`src/rtl/bcd_pkg.sv`:
```
// Shared definitions for the BCD conversion and arithmetic stages.
package bcd_pkg;

    localparam int BCD_DIGIT_W = 4;

    typedef enum logic [1:0] {
        IDLE  = 2'd0,
        SHIFT = 2'd1,
        DONE  = 2'd2
    } state_e;

    // ceil(wid * log10(2)) using a fixed-point approximation of log10(2).
    function automatic int min_digits(input int wid);
        return (wid * 30103 + 99999) / 100000;
    endfunction

endpackage

```
`src/rtl/bcd_dabble_adj.sv`:
```
// Double-dabble correction for one BCD digit: add 3 when the digit is 5 or more.
module bcd_dabble_adj
    import bcd_pkg::*;
(
    input  logic [BCD_DIGIT_W-1:0] d_i,
    output logic [BCD_DIGIT_W-1:0] d_o
);

    assign d_o = (d_i >= 4'd5) ? d_i + 4'd3 : d_i;

endmodule

```
`src/rtl/bcd_bin_to_bcd_seq.sv`:
```
// Sequential binary to packed-BCD converter, one double-dabble step per clock,
// with valid/ready on both sides and optional two's-complement input.
module bcd_bin_to_bcd_seq
    import bcd_pkg::*;
#(
    parameter int WID    = 64,
    parameter int DIG    = 20,
    parameter bit SIGNED = 1'b0
) (
    input  logic                       clk_i,
    input  logic                       rst_i,
    input  logic                       i_valid,
    output logic                       i_ready,
    input  logic [WID-1:0]             i_bin,
    output logic                       o_valid,
    input  logic                       o_ready,
    output logic [DIG*BCD_DIGIT_W-1:0] o_bcd,
    output logic                       o_neg,
    output logic                       o_ovf,
    output state_e                     dbg_state_o
);

    localparam int BW = DIG * BCD_DIGIT_W;
    localparam int CW = $clog2(WID);

    if (DIG < 1) begin : g_dig_chk
        $error("bcd_bin_to_bcd_seq: DIG must be at least 1");
    end
    if (DIG < min_digits(WID)) begin : g_dig_warn
        $warning("bcd_bin_to_bcd_seq: DIG is below the digits needed for WID, o_ovf can assert");
    end

    state_e          state_q, state_d;
    logic [CW-1:0]   cnt_q, cnt_d;
    logic [WID-1:0]  bin_q, bin_d;
    logic [BW-1:0]   bcd_q, bcd_d;
    logic            neg_q, neg_d;
    logic            ovf_q, ovf_d;

    logic [BW-1:0]   adj;
    logic            accept;
    logic            in_neg;
    logic [WID-1:0]  in_mag;

    for (genvar g = 0; g < DIG; g++) begin : g_adj
        bcd_dabble_adj u_adj (
            .d_i (bcd_q[g*BCD_DIGIT_W +: BCD_DIGIT_W]),
            .d_o (adj[g*BCD_DIGIT_W +: BCD_DIGIT_W])
        );
    end

    // Handshake: an operand transfers on any edge with i_valid && i_ready, a
    // result on any edge with o_valid && o_ready; both may happen on one edge.
    assign i_ready = (state_q == IDLE) || ((state_q == DONE) && o_ready);
    assign accept  = i_valid && i_ready;
    assign in_neg  = SIGNED && i_bin[WID-1];
    assign in_mag  = in_neg ? (~i_bin) + WID'(1) : i_bin;

    always_comb begin
        state_d = state_q;
        cnt_d   = cnt_q;
        bin_d   = bin_q;
        bcd_d   = bcd_q;
        neg_d   = neg_q;
        ovf_d   = ovf_q;
        unique case (state_q)
            IDLE: ;
            SHIFT: begin
                bcd_d = {adj[BW-2:0], bin_q[WID-1]};
                bin_d = {bin_q[WID-2:0], 1'b0};
                ovf_d = ovf_q | adj[BW-1];
                if (cnt_q == '0) state_d = DONE;
                else             cnt_d   = cnt_q - 1'b1;
            end
            DONE: begin
                if (o_ready) state_d = IDLE;
            end
            default: state_d = IDLE;
        endcase
        // A new operand can only arrive in IDLE or while DONE is being drained.
        if (accept) begin
            state_d = SHIFT;
            cnt_d   = CW'(WID - 1);
            bin_d   = in_mag;
            bcd_d   = '0;
            neg_d   = in_neg;
            ovf_d   = 1'b0;
        end
    end

    always_ff @(posedge clk_i) begin
        if (rst_i) begin
            state_q <= IDLE;
            cnt_q   <= '0;
            bin_q   <= '0;
            bcd_q   <= '0;
            neg_q   <= 1'b0;
            ovf_q   <= 1'b0;
        end else begin
            state_q <= state_d;
            cnt_q   <= cnt_d;
            bin_q   <= bin_d;
            bcd_q   <= bcd_d;
            neg_q   <= neg_d;
            ovf_q   <= ovf_d;
        end
    end

    assign o_valid     = (state_q == DONE);
    assign o_bcd       = bcd_q;
    assign o_neg       = neg_q;
    assign o_ovf       = ovf_q;
    assign dbg_state_o = state_q;

endmodule

```
`config.mk`:
```
export PLATFORM = sky130hd
export DESIGN_NAME = bcd_bin_to_bcd_seq
export DESIGN_NICKNAME = d
export VERILOG_FILES = /design/src/rtl/bcd_pkg.sv /design/src/rtl/bcd_dabble_adj.sv /design/src/rtl/bcd_bin_to_bcd_seq.sv
export SDC_FILE = /design/constraint.sdc
export NUM_CORES = 1
export LEC_CHECK = 0
export ABC_AREA = 1
export BUFFER_PORTS_ARGS = -buffer_cell sky130_fd_sc_hd__buf_2
export CORE_MARGIN = 8
export CORE_UTILIZATION = 61
export CTS_CLUSTER_SIZE = 8
export DETAILED_ROUTE_END_ITERATION = 7
export PLACE_DENSITY = 0.91
export REMOVE_ABC_BUFFERS = 1
export SYNTH_ARGS = -nofsm -noshare
export SYNTH_HDL_FRONTEND = slang
export SYNTH_SLANG_ARGS = --single-unit
```
`constraint.sdc`:
```
create_clock -name clk_i -period 2.25 [get_ports clk_i]
set_input_delay 0.1125 -clock clk_i [delete_from_list [all_inputs] [get_ports clk_i]]
set_output_delay 0.1125 -clock clk_i [all_outputs]
set_load 0.01 [all_outputs]
```
==> run_results.csv, run 1 <==
group,metric,value,unit
status,status,"complete, no violations",
place,dpl.hpwl,13200,microns
worst_setup_path,crit_fanout,35,
final_layout,nFillCells,940,
global_route,grt_pass1_vias,8483,
floorplanning,num_rows,43,
place,portBuffers,152,
power_and_ir_drop,cellLeakagePower,0.00540,uW
sta,fin_skew,0.00948,ns
cts,ctsHoldBuffers,66,
worst_setup_path,cp-start-kind,"register",
floorplanning,core_area,13700,sq um
global_route,grt_max_degree,134,
routing,viasPerCell,5.45,
cts,clockBufferDepth,2,
floorplanning,boundaryPins,154,
cts,cts_tree,"done",
worst_setup_path,cp.required,2.61,ns
final_layout,diodes,0,
global_route,grt_pass1_wl,39600,microns
routing,wl_per_cell,14.8,microns
place,place_area,9210,sq um
final_layout,syn_to_final_growth,25.1,%
final_layout,final_util,0.768,
cts,clk_latency,0.42,ns
global_route,grt_usage,0.267,
final_layout,final_common_cell,"nand2_1",
place,place.gp.congestion,0.859,
sta,slew_headroom,0.577,
cts,cts_sinks,153,
worst_setup_path,critPathCaptureType,"register",
final_layout,final_cell_mix,"nand2_1 (394), inv_1 (180), dfxtp_1 (153)",
yosys,synth_area,8380,sq um
global_route,grt.overflow.total,0,
flow_run,max_cap_violations,0,
yosys,syn_avg_cell_area,6.66,sq um
cts,cts_made_buffers,17,
sta,fin_crit,2.10,ns
sta,worst_pin_slew,0.635,ns
power_and_ir_drop,vdd_ir_drop_max,0.526,mV
worst_setup_path,cp_data_arrival_time,2.46,ns
sta,hold-worst-slack,0.105,ns
yosys,ys_warn_count,0,
yosys,syn_inst,1259,
sta,rsz0062_at_grt,"false",
routing,final_antenna_net_count,0,
cts,ctsRootBufferMaster,"clkbuf_16",
cts,clk_pin_slew_worst_paths,0.06,ns
routing,drc,0,
global_route,antenna_found_initial,0,
floorplanning,die_h,133,microns
routing,drt-pass1-iter-count,5,
sta,final-max-slew-violation-count,0,
sta,setup-violations-final,0,
power_and_ir_drop,total_power,7540,uW
routing,routed_wl,24200,microns
final_layout,drive_above_1_share,0.136,
sta,hold_viol,0,
routing,drt_iter0_markers,704,
sta,period_share,0.933,
cts,post_cts_resized,0,
floorplanning,die-width,133,microns
cts,h-tree-depth,4,
floorplanning,die_area,17800,sq um
yosys,ys_types,21,
yosys,synth_seq_area_share,0.365,
routing,vias,8920,
hold_path,hold_path_class,"in -> reg",
power_and_ir_drop,power_density,718,nW/um^2
final_layout,nets,1554,
final_layout,fin_area,10500,sq um
sta,max_clock_freq,0.476,GHz
floorplanning,start_util,0.614,
yosys,ys_ff_latch,153,
cts,post_cts.repair.setup_buffers,0,
worst_setup_path,critPathKind,"reg -> reg",
[power by group]
part           internal (uW)  total, uW  switching [uW]
Combinational            565       1430             866
Sequential              2910       3080             168
Clock                   1880       3030            1140
Total                   5360       7540            2180
[cell families after synthesis]
kind of cell / synth area share
flip-flops: 0.365
buffers and inverters: 0.118
other: 0.000447
adder cells (fa/ha/maj): 0.0627
AO/OA/AOI/OAI: 0.138
AND/OR/NAND/NOR: 0.315
XOR/XNOR: 0.00104
[worst max-delay path: stages, from the launching register on]
cell	delay [ns]
dfxtp_1	0.43
inv_1	0.12
nand3_4	0.15
buf_4	0.35
nand2_1	0.11
inv_1	0.12
nand2_1	0.07
a21oi_1	0.12
dlygate4sd3_1	0.56
[final cells by class]
type / count / area, sq um / area share
multi-input combinational: 863 / 4350 / 0.414
sequential: 153 / 3060 / 0.292
timing repair buffer: 227 / 1550 / 0.148
inverter: 182 / 686 / 0.0654
clock buffer: 20 / 447 / 0.0426
tap: 180 / 225 / 0.0215
clock inverter: 12 / 173 / 0.0165
[per-layer routing]
| metal | global-route usage | part of all wire |
|---|---|---|
| met2 | 0.464 | 0.49 |
| met5 | 0 | 0 |
| met4 | 0.162 | 0.053 |
| met3 | 0.0730 | 0.084 |
| met1 | 0.285 | 0.38 |
[cell usage after synthesis]
cell | number | area [sq um]
a21oi_1 | 75 | 375
buf_1 | 8 | 30.0
buf_2 | 32 | 160
buf_4 | 10 | 75.1
clkbuf_1 | 9 | 33.8
clkbuf_2 | 2 | 10.0
conb_1 | 1 | 3.75
dfxtp_1 | 153 | 3060
ha_1 | 42 | 526
inv_1 | 181 | 679
inv_2 | 1 | 3.75
nand2_1 | 394 | 1480
nand2_2 | 3 | 18.8
nand3_1 | 149 | 746
nand4_1 | 2 | 12.5
nor2_1 | 100 | 375
o211a_1 | 57 | 571
o211ai_1 | 7 | 52.6
o21ai_0 | 31 | 155
or2_2 | 1 | 6.26
xor2_1 | 1 | 8.76
[path summary, 6_finish.rpt]
kind               endpoint  depth (start not counted)      startpoint  slack [ns]
setup / recovery   bin_q[0]                          8  dbg_state_o[0]        0.15
hold / removal    bin_q[39]                          5       i_bin[39]        0.10
setup reg to reg   bin_q[0]                          8  dbg_state_o[0]        0.15
hold reg to reg    o_bcd[0]                          2       bin_q[63]        0.47
[per-stage QoR]
stage	std cells	TNS, ns	worst slack [ns]
2_1_floorplan	1198	-301.12	-2.55
3_3_place_gp	1539	0	0.778
3_5_place_dp	1539	0	0.710
4_1_cts	1637	0	0.248
5_1_grt	1637	0	0.0195
6_report	1637	0	0.150
[sequential cells by signal (all words and copies together), names as in the netlist]
register / flops
bin_q: 64
cnt_q: 6
dbg_state_o: 2
o_bcd: 80
o_ovf: 1
(Power assumes the default switching activity.)
==> run 2, diff against run 1 <==
- ABC_AREA: 1 -> default
- CORE_ASPECT_RATIO: default -> 2
- CORE_UTILIZATION: 61 -> 60
==> run_results.csv, run 2 <==
group,metric,value,unit
worst_setup_path,max_stage_delay,0.58,ns
cts,ctsHoldBuffers,49,
yosys,synth.most_common_cell,"nand2_1",
worst_setup_path,critPathCaptureType,"register",
sta,hold_viol,0,
sta,setup-violations-final,0,
final_layout,drive_above_1_share,0.179,
final_layout,final_cell_mix,"nand2_1 (168), dfxtp_1 (153), buf_2 (152)",
cts,clk_latency,0.41,ns
floorplanning,num_rows,58,
place,dp_cells,1208,
sta,slew_headroom,0.526,
worst_setup_path,reg2reg_from,"dbg_state_o[1]",
worst_setup_path,cp-start-kind,"register",
yosys,synth_edf_count,0,
global_route,grt_pass1_vias,7655,
yosys,yosys_most_used_dff,"dfxtp_1",
sta,worst_pin_slew,0.711,ns
yosys,syn_inst,959,
yosys,ys_warn_count,0,
cts,post_cts.repair.setup_buffers,0,
floorplanning,die_area,16800,sq um
routing,drc,0,
worst_setup_path,crit_path_start,"dbg_state_o[1]",
floorplanning,die-width,95.7,microns
power_and_ir_drop,power_density,691,nW/um^2
yosys,synth.area.top_cells,"dfxtp_1 (40%), nand2_1 (8.3%), a311oi_1 (7.1%)",
global_route,grt_pass1_wl,35100,microns
yosys,ys_async_sr_fraction,0,
place,dpl_worst_slack,0.579,ns
sta,hold-worst-slack,0.00744,ns
final_layout,nFillCells,859,
routing,wl_per_cell,16.8,microns
worst_setup_path,rr_endpoint,"bin_q[62]",
cts,h-tree-depth,4,
global_route,antenna_found_initial,0,
sta,layout_setup_ws,0.0971,ns
hold_path,hold_path_class,"in -> reg",
hold_path,min_delay_path_depth,3,
routing,final_antenna_net_count,0,
yosys,synth_seq_area_share,0.402,
final_layout,largest_reg_flops,80,
global_route,grt.overflow.total,0,
floorplanning,boundaryPins,154,
floorplanning,die_h,175,microns
worst_setup_path,reg2reg_slack,0.1,ns
yosys,synth_area_leader_cell,"dfxtp_1",
cts,post_cts_resized,0,
place,place.gp.congestion,0.837,
place,dpl.hpwl,13600,microns
worst_setup_path,critPathBufInv,2,
sta,fin_crit,2.15,ns
hold_path,min_to,"bin_q[57]",
power_and_ir_drop,switching_power,1720,uW
worst_setup_path,crit_fanout,61,
final_layout,syn_to_final_growth,24.8,%
power_and_ir_drop,power_frac_seq,0.447,
yosys,synth_top_area_share,0.402,
power_and_ir_drop,combinationalPowerShare,0.124,
cts,clk_pin_slew_worst_paths,0.06,ns
flow_run,max_cap_violations,0,
worst_setup_path,cp_top_family,"buffers and inverters",
final_layout,layoutNonFillerInstCount,1289,
cts,cts_tree,"done",
worst_setup_path,cp.required,2.60,ns
routing,vias,7701,
sta,fin_skew,0.0126,ns
routing,drt-pass1-iter-count,5,
worst_setup_path,ff2ff_path_depth,5,
yosys,synth_area,7620,sq um
power_and_ir_drop,swShare,0.262,
worst_setup_path,crit_chain,"nand2b_4, buf_12, nand2_1, a311oi_1, dlygate4sd3_1",
yosys,ys_types,38,
final_layout,diodes,0,
power_and_ir_drop,p_clk_frac,0.428,
cts,ctsRootBufferMaster,"clkbuf_16",
routing,viasPerCell,5.97,
yosys,syn_avg_cell_area,7.94,sq um
final_layout,final_common_cell,"nand2_1",
global_route,grt_usage,0.256,
sta,max_clock_freq,0.464,GHz
cts,cts_made_buffers,17,
worst_setup_path,slowest_stage,"dlygate4sd3_1",
floorplanning,core_area,12500,sq um
worst_setup_path,cp_data_arrival_time,2.51,ns
yosys,ys_ff_latch,153,
cts,clockBufferDepth,2,
worst_setup_path,critPathKind,"reg -> reg",
power_and_ir_drop,cellLeakagePower,0.00375,uW
sta,period_share,0.957,
final_layout,final_util,0.762,
power_and_ir_drop,p_int,4850,uW
routing,drt_iter0_markers,546,
sta,rsz0062_at_grt,"false",
place,portBuffers,152,
cts,cts_sinks,153,
power_and_ir_drop,vdd_ir_drop_max,0.602,mV
floorplanning,start_util,0.610,
hold_path,min_from,"i_bin[57]",
yosys,synth_common_cells,"nand2_1 (168), dfxtp_1 (153), nor2_1 (87), a21oi_1 (66), nand3_1 (63)",
final_layout,nets,1236,
sta,final-max-slew-violation-count,0,
status,status,"complete, no violations",
global_route,grt_max_degree,69,
routing,routed_wl,21700,microns
## run 2: cell types whose count changed in the layout (fill, tap and decap cells not counted), sizes merged, moves of 39 or more
cell    previous run  this run
inv              183        43
or3                0        39
o211a             57         0
nand3            149        63
a311oi             0        62
nand2            397       168
## run 2: stage by stage
stage	total power, uW	TNS (ns)	instance area (sq um)
detailed placement	3700	0	8430
floorplan	3400	-385.31	7260
global route	6800	0	9510
CTS	6570	0	9510
finish	6570	0	9510
global placement	3680	0	8430
## run 2: kinds of logic (layout without fill, tap and decap cells)
| group | after synthesis | in the layout | synth area share |
|---|---|---|---|
| compound gates | 230 | 230 | 0.196 |
| fa+ha+maj | 42 | 42 | 0.0690 |
| simple gates | 392 | 392 | 0.229 |
| xor+xnor | 30 | 30 | 0.0345 |
| flops | 153 | 153 | 0.402 |
| other cells | 1 | 1 | 0.000492 |
| buf+inv | 110 | 290 | 0.0683 |
| mux | 1 | 1 | 0.00131 |
## run 2: final cells by class
class	instances	area, sq um	area share
Sequential cell	153	3060	0.322
Multi-Input combinational cell	696	4070	0.428
Timing Repair Buffer	215	1440	0.152
Clock buffer	21	460	0.0484
Inverter	43	161	0.0170
Tap cell	150	188	0.0197
Clock inverter	11	123	0.0129
## run 2: how the worst max path moves through the flow
stage,cells after the start,slack [ns],to
2_1_floorplan,3,-3.35,o_bcd[77]
3_3_place_gp,5,0.63,o_bcd[26]
3_5_place_dp,5,0.58,bin_q[29]
4_1_cts,5,0.16,bin_q[62]
5_1_grt,5,0.005,bin_q[62]
6_report,5,0.1,bin_q[62]
## run 2: power by group through the flow
stage                     combinational [uW]  clock [uW]  sequential [uW]
final                                    816        2820             2940
after global routing                     885        2960             2950
after CTS                                787        2850             2930
after detailed placement                 715           0             2990
after global placement                   699           0             2980
after floorplan                          436           0             2970
## run 2: worst register-to-register path: cells and delay by family (launching register included)
family | cells | cell delay, ns
AND/OR/NAND/NOR | 2 | 0.49
flip-flops | 1 | 0.46
AO/OA/AOI/OAI | 1 | 0.26
buffers and inverters | 2 | 0.88
## run 2: layer usage
metal	vias up	track usage	wire, microns	part of all wire
li1	3671	-	-	-
met1	3686	0.267	7880	0.36
met2	292	0.454	11700	0.54
met3	52	0.0560	1380	0.063
met4	0	0.139	713	0.033
met5	-	0	0	0
==> run 3, diff against run 2 <==
- BUFFER_PORTS_ARGS: -buffer_cell sky130_fd_sc_hd__buf_2 -> default
- CORE_UTILIZATION: 60 -> 34
- DONT_BUFFER_PORTS: default -> 1
- PLACE_DENSITY: 0.91 -> 0.53
==> run_results.csv, run 3 (synthesis results as in run 2) <==
group,metric,value,unit
floorplanning,core_area,22100,sq um
cts,h-tree-depth,4,
worst_setup_path,cp.required,2.63,ns
global_route,grt.overflow.total,0,
worst_setup_path,rr_endpoint,"bin_q[14]",
routing,viasPerCell,5.30,
worst_setup_path,cp_data_arrival_time,2.41,ns
global_route,antenna_found_initial,0,
sta,worst_pin_slew,0.708,ns
routing,drc,0,
sta,period_share,0.901,
place,place_area,7800,sq um
worst_setup_path,critPathBufInv,2,
floorplanning,die_area,27700,sq um
sta,fin_crit,2.03,ns
cts,clockBufferDepth,2,
global_route,grt_usage,0.154,
sta,fin_skew,0.00719,ns
worst_setup_path,cp_top_family,"buffers and inverters",
hold_path,min_delay_path_depth,2,
routing,routed_wl,21100,microns
final_layout,final_util,0.411,
final_layout,drive_above_1_share,0.0519,
sta,slew_headroom,0.528,
final_layout,nFillCells,2227,
worst_setup_path,crit_path_start,"dbg_state_o[1]",
routing,vias,6774,
place,dpl.hpwl,13600,microns
worst_setup_path,slowest_stage,"dlygate4sd3_1",
hold_path,min_to,"bin_q[15]",
sta,hold_viol,0,
power_and_ir_drop,cellLeakagePower,0.00308,uW
final_layout,regArea,3070,sq um
floorplanning,die-width,122,microns
global_route,grt_pass1_vias,6828,
final_layout,diodes,0,
cts,clk_pin_slew_worst_paths,0.06,ns
power_and_ir_drop,power_density,712,nW/um^2
floorplanning,start_util,0.345,
final_layout,final_common_cell,"nand2_1",
final_layout,largest_reg_flops,80,
final_layout,final_cell_mix,"nand2_1 (168), dfxtp_1 (151), nor2_1 (87)",
global_route,grt_max_degree,112,
worst_setup_path,crit_chain,"nand2b_1, nand3_4, buf_12, nor2_1, a311oi_1, dlygate4sd3_1",
cts,cts_made_buffers,17,
hold_path,min_from,"rst_i",
sta,setup-violations-final,0,
worst_setup_path,crit_fanout,61,
flow_run,max_cap_violations,0,
sta,rsz0062_at_grt,"false",
final_layout,nets,1101,
floorplanning,num_rows,77,
cts,clk_latency,0.44,ns
sta,final-max-slew-violation-count,0,
final_layout,multi_input_area,4080,sq um
cts,cts_tree,"done",
floorplanning,die_h,228,microns
routing,wl_per_cell,16.5,microns
global_route,grt_pass1_wl,34300,microns
place,place.gp.congestion,0.719,
worst_setup_path,reg2reg_slack,0.22,ns
routing,drt_iter0_markers,377,
sta,max_clock_freq,0.494,GHz
place,dp_cells,1179,
status,status,"complete, no violations",
cts,ctsRootBufferMaster,"clkbuf_16",
cts,cts_sinks,153,
final_layout,syn_to_final_growth,19.1,%
hold_path,hold_path_class,"in -> reg",
worst_setup_path,critPathKind,"reg -> reg",
worst_setup_path,reg2reg_from,"dbg_state_o[1]",
final_layout,fin_area,9070,sq um
final_layout,layoutNonFillerInstCount,1278,
routing,final_antenna_net_count,0,
worst_setup_path,max_stage_delay,0.57,ns
worst_setup_path,ff2ff_path_depth,6,
power_and_ir_drop,vdd_ir_drop_max,0.598,mV
place,portBuffers,0,
worst_setup_path,cp-start-kind,"register",
worst_setup_path,critPathCaptureType,"register",
routing,drt-pass1-iter-count,4,
floorplanning,boundaryPins,154,
==> run 3: how the worst max path moves through the flow <==
| stage | endpoint | slack (ns) | depth (start not counted) |
|---|---|---|---|
| final | bin_q[14] | 0.22 | 6 |
| after detailed placement | o_bcd[40] | 0.48 | 5 |
| after global placement | bin_q[54] | 0.53 | 4 |
| after CTS | bin_q[14] | 0.05 | 5 |
| after floorplan | o_bcd[77] | -3.35 | 3 |
| after global routing | bin_q[14] | 0.03 | 6 |
==> run 3: layout make-up <==
type                       count  area share
multi-input combinational    696       0.449
clock inverter                 7     0.00759
inverter                      43      0.0178
sequential                   153       0.338
tap                          276      0.0381
clock buffer                  23      0.0538
timing repair buffer          80      0.0957
==> run 3: metrics by stage <==
| stage | TNS (ns) | hold slack [ns] | worst slack, ns | power [uW] |
|---|---|---|---|---|
| floorplan | -385.31 | 0.182 | -3.35 | 3400 |
| global placement | 0 | 0.195 | 0.530 | 3630 |
| detailed placement | 0 | 0.198 | 0.485 | 3640 |
| CTS | 0 | 0.0177 | 0.0521 | 6580 |
| global route | 0 | 0.0513 | 0.0318 | 6770 |
| finish | 0 | 0.0359 | 0.224 | 6460 |
==> run 3: timing repair <==
item                                    4_1_cts  5_1_grt
buffers inserted                              0        2
hold buffers                                 67        0
resized for setup                             0        3
endpoints found under the setup margin        0        1
hold endpoints to repair                     72        0
==> run 3: routing by layer <==
layer / up-vias / track usage / routed length [microns]
li1: 3396 / - / -
met1: 3211 / 0.162 / 8130
met2: 139 / 0.273 / 11200
met3: 28 / 0.0487 / 1220
met4: 0 / 0.0689 / 507
met5: - / 0 / 0
==> run 3: power by group <==
part	leakage, uW	total, uW	switching, uW	internal [uW]
clock network	0.000271	2760	1140	1620
registers	0.00125	2930	83.4	2850
logic	0.00156	765	477	288
